## config.mk

```make
export PLATFORM = sky130hd
export DESIGN_NAME = bus_xfer_ctrl
export DESIGN_NICKNAME = d
export VERILOG_FILES = /design/src/rtl/bus_xfer_ctrl.sv
export SDC_FILE = /design/constraint.sdc
export NUM_CORES = 1
export LEC_CHECK = 0
export CORE_MARGIN = 3
export CORE_UTILIZATION = 50
export CTS_BUF_LIST = sky130_fd_sc_hd__clkbuf_8
export CTS_CLUSTER_DIAMETER = 200
export CTS_CLUSTER_SIZE = 8
export DETAILED_ROUTE_END_ITERATION = 16
export DONT_BUFFER_PORTS = 1
export PLACE_DENSITY_LB_ADDON = 0.3
export SYNTH_ARGS = -nofsm -noshare
export SYNTH_HDL_FRONTEND = slang
export SYNTH_SLANG_ARGS = --single-unit
export TNS_END_PERCENT = 30
```

## constraint.sdc

```tcl
create_clock -name clk -period 6.7 [get_ports clk]
set_clock_uncertainty 0.15 [all_clocks]
set_input_delay 0.67 -clock clk [delete_from_list [all_inputs] [get_ports clk]]
set_output_delay 0.67 -clock clk [all_outputs]
set_load 0.05 [all_outputs]
```

## src/rtl/bus_xfer_ctrl.sv

```systemverilog
// Register/RAM bus sequencer: MOVE, STORE, LOAD and SWAP commands,
// one internal bus transfer per cycle.
module bus_xfer_ctrl #(
    parameter int W     = 4,
    parameter int NREG  = 4,
    parameter int DEPTH = 16,
    parameter int RW    = $clog2(NREG),
    parameter int AW    = $clog2(DEPTH)
) (
    input  logic              clk,
    input  logic              clr_n,
    input  logic              cmd_valid,
    output logic              cmd_ready,
    input  logic [1:0]        cmd_op,
    input  logic [RW-1:0]     cmd_src,
    input  logic [RW-1:0]     cmd_dst,
    input  logic [AW-1:0]     cmd_addr,
    input  logic              ext_we,
    input  logic [RW-1:0]     ext_idx,
    input  logic [W-1:0]      ext_data,
    output logic              busy,
    output logic              done,
    output logic [W-1:0]      bus_data,
    output logic [NREG*W-1:0] reg_q,
    input  logic [AW-1:0]     mon_addr,
    output logic [W-1:0]      mon_data
);

    typedef enum logic [1:0] {IDLE, X1, X2, X3} state_t;
    typedef enum logic [1:0] {
        OP_MOVE, OP_STORE, OP_LOAD, OP_SWAP
    } op_t;

    state_t          state;
    op_t             op_q;
    logic [RW-1:0]   src_q;
    logic [RW-1:0]   dst_q;
    logic [AW-1:0]   addr_q;
    logic [W-1:0]    tmp;
    logic [W-1:0]    bus;
    logic [W-1:0]    regs [NREG];
    logic [W-1:0]    mem  [DEPTH];

    assign cmd_ready = (state == IDLE);
    assign busy      = (state != IDLE);
    assign bus_data  = bus;
    assign mon_data  = mem[mon_addr];

    for (genvar g = 0; g < NREG; g++) begin : g_q
        assign reg_q[g*W +: W] = regs[g];
    end

    // SWAP reuses src as operand A and dst as operand B
    always_comb begin
        bus = '0;
        unique case (state)
            IDLE: bus = '0;
            X1:   bus = (op_q == OP_LOAD) ? mem[addr_q] : regs[src_q];
            X2:   bus = regs[dst_q];
            X3:   bus = tmp;
        endcase
    end

    always_ff @(posedge clk or negedge clr_n) begin
        if (!clr_n) begin
            state  <= IDLE;
            op_q   <= OP_MOVE;
            src_q  <= '0;
            dst_q  <= '0;
            addr_q <= '0;
            tmp    <= '0;
            done   <= 1'b0;
            for (int i = 0; i < NREG; i++) regs[i] <= '0;
        end else begin
            done <= 1'b0;
            unique case (state)
                IDLE: begin
                    if (ext_we) regs[ext_idx] <= ext_data;
                    if (cmd_valid) begin
                        op_q   <= op_t'(cmd_op);
                        src_q  <= cmd_src;
                        dst_q  <= cmd_dst;
                        addr_q <= cmd_addr;
                        state  <= X1;
                    end
                end
                X1: begin
                    if (op_q == OP_SWAP) begin
                        tmp   <= bus;
                        state <= X2;
                    end else begin
                        if (op_q != OP_STORE) regs[dst_q] <= bus;
                        done  <= 1'b1;
                        state <= IDLE;
                    end
                end
                X2: begin
                    regs[src_q] <= bus;
                    state       <= X3;
                end
                X3: begin
                    regs[dst_q] <= bus;
                    done        <= 1'b1;
                    state       <= IDLE;
                end
            endcase
        end
    end

    // RAM contents survive reset
    always_ff @(posedge clk) begin
        if (state == X1 && op_q == OP_STORE) mem[addr_q] <= bus;
    end

endmodule

```

==> summary.md <==
| Metric | Value |
|---|---|
| Status | `finished clean` |
| Crit path kind | `flip-flop to output pin` |
| Clock Pin Slew Worst Setup and Hold Paths | `110 ps` |
| Crit share post-route | `0.6104` |
| DR vias | `3726` |
| Post-Layout Cell Count | `531` |
| Leading area contributor after synthesis | `edfxtp_1` |
| CP endpoint kind | `output pin` |
| Buffers on Ports | `0` |
| Final wirelength | `13490 µm` |
| Area of the core | `10370 µm²` |
| Die Y | `109.3 µm` |
| Reg2Reg Setup Slack | `3240 ps` |
| R2R Path End | `mem[1][1]` |
| Total GRT Usage | `0.2340` |
| Sequential area share after synthesis | `0.5150` |
| FMAX | `244.5 MHz` |
| Placed insts | `513` |
| Area share of the largest cell type after synthesis | `0.3602` |
| Vias per std cell | `7.017` |
| Root Driver | `clkbuf_8` |
| Hold WS | `256.4 ps` |
| Avg Cell Area, Syn | `13.40 µm²` |
| Dpl hpwl | `9701 µm` |
| Endpoints failing setup | `0` |
| DR WL/cell | `25.41 µm` |
| IO Pins | `51` |
| Min-delay src | `cmd_valid` |
| Vias in the first global route | `3680` |
| Ant diodes | `0` |
| Fin. Hold Viols | `0` |
| Worst Setup Start Kind | `flip-flop` |
| Pins Over Slew Limit | `0` |
| Ys async rst share | `0.3402` |
| TritonCTS Buffers | `9` |
| Fin util | `0.5401` |
| Routed Antenna Nets | `0` |
| Max Cap Viol | `0` |
| Actual slew at the worst max-slew pin | `1247 ps` |
| Starting Density | `0.5145` |
| Synth Area in Simple Gates | `0.09780` |
| Worst R2R Start | `addr_q[1]` |
| Placed standard-cell area | `5373 µm²` |
| Antenna violations before repair | `0` |
| HP Class | `input port to flip-flop` |
| Synth area leaders | `edfxtp_1 (36%), dfrtp_1 (15%), mux4_2 (13%), mux4_1 (3.4%), mux2_2 (2.3%)` |
| Setup WS pre-CTS | `3073 ps` |
| RSZ-0062 raised after global routing | `false` |
| Yosys warnings | `0` |
| Post-Synth Adder-Cell Area | `0` |
| Setup WS post-layout | `2610 ps` |
| LEAKAGE | `1.945 nW` |
| Most common cell in the netlist | `edfxtp_1` |
| Synth cell types | `49` |
| Crit Path Max Fanout | `25` |
| Main flop type after synthesis | `edfxtp_1` |
| Nets@finish | `414` |
| Final Power | `2.778 mW` |
| Synthesized cell area | `5335 µm²` |
| CTS sink cnt | `97` |
| Min Tclk post-route | `4090 ps` |
| FP Rows | `37` |
| Synth Instances | `398` |
| Syn Nets | `422` |
| Main combinational cell family by area after synthesis | `multiplexers` |
| Maximum vdd drop | `226.9 µV` |
| Compound-Gate Fraction of Synth Area | `0.1353` |
| CTS HTree Levels | `3` |
| Largest net degree at the start of global routing | `34` |
| Seq cells post-synth | `97` |
| CP arrival | `3270 ps` |
| CTS Buffer Depth | `2` |
| Setup_tns | `0 ps` |
| Worst-Skew Late Latency | `380 ps` |
| Die Area | `11950 µm²` |
| Post-synthesis mux area share | `0.2151` |
| Drt first pass iters | `5` |
| Layout cells sized above 1 | `0.1823` |
| Hold EP | `state[0]` |
| Reg2Reg Depth | `5` |
| XOR/XNOR Fraction of Synth Area | `0` |
| Post-synthesis to final-layout area growth | `4.972%` |
| Pwr Density | `496.1 nW/µm²` |
| CTS tree | `yes` |
| Total gr overflow | `0` |
| Design Area, Final | `5600 µm²` |
| Global-route wire length before repair | `20800 µm` |
| Die W | `109.3 µm` |
| Max-slew headroom | `0.1688` |
| # DRC | `0` |
| GPL Wtd Cong | `0.9448` |
| Hold depth | `2` |
| Iter 0 DRT Violations | `330` |
| EDFF count, synth | `64` |
| Worst path required time | `5880 ps` |
| Most instantiated cells after synthesis | `edfxtp_1 (64), dfrtp_1 (33), mux4_2 (30)` |
-- cell type report --
type                    count  area [µm²]
fillers                   861        4770
multi-input cells         266        2391
inverters                  11       41.29
clock buffers               9       123.9
repair buffers              5       52.55
flip-flops and latches     97        2748
clock inverters             7       73.82
well taps                 136       170.2
-- critical path, stage by stage, from the launching register on --
cell	delay (ps)
dfrtp_1	1190
mux4_1	660
a32oi_1	170
nand3_1	170
a21oi_1	240
inv_1	430
-- per-layer routing --
| metal | global-route usage | routed length (µm) | up-vias | share of wire |
|---|---|---|---|---|
| met4 | 0.09083 | 435 | 0 | 0.032 |
| met3 | 0.05285 | 1049 | 34 | 0.078 |
| met2 | 0.4123 | 6986 | 208 | 0.52 |
| met1 | 0.2796 | 5020 | 1872 | 0.37 |
| li1 | - | - | 1612 | - |
| met5 | 0 | 0 | - | 0 |
-- kinds of logic after synthesis --
family | count (synthesis)
AND/OR/NAND/NOR | 104
AO/OA/AOI/OAI | 100
flip-flops | 97
multiplexers | 62
buffers and inverters | 35
-- worst max-delay path by stage --
stage,from,cells after the start,slack [ps],to
6_report,addr_q[1],5,2610,bus_data[1]
5_1_grt,addr_q[1],5,2410,bus_data[1]
4_1_cts,addr_q[1],5,2650,bus_data[1]
3_5_place_dp,addr_q[1],5,3070,bus_data[1]
3_3_place_gp,addr_q[1],5,3220,bus_data[2]
2_1_floorplan,mon_addr[0],4,3740,mon_data[0]
-- placed cells by master, fill, tap and decap left out, types with 13 or more instances in the layout --
cell | synthesis | final
a22oi_1 | 13 | 13
a21oi_1 | 13 | 13
mux4_2 | 30 | 30
nor2_1 | 27 | 27
edfxtp_1 | 64 | 64
a221oi_1 | 14 | 14
dfrtp_1 | 33 | 33
nor3_1 | 21 | 21
a31oi_1 | 14 | 14
nand2_1 | 23 | 23
-- repair_timing --
action | CTS | global route
hold buffers | 2 | 0
resized for setup | 0 | 0
hold endpoints to repair | 33 | 0
setup buffers | 0 | 0
-- power by group --
| part | leakage [nW] | internal [mW] | switching [mW] |
|---|---|---|---|
| Clock | 0.101 | 0.147 | 0.246 |
| Combinational | 0.850 | 0.437 | 0.687 |
| Sequential | 0.995 | 0.829 | 0.433 |
| Total | 1.95 | 1.41 | 1.37 |
Note: power is estimated with default switching activity, not from simulation.
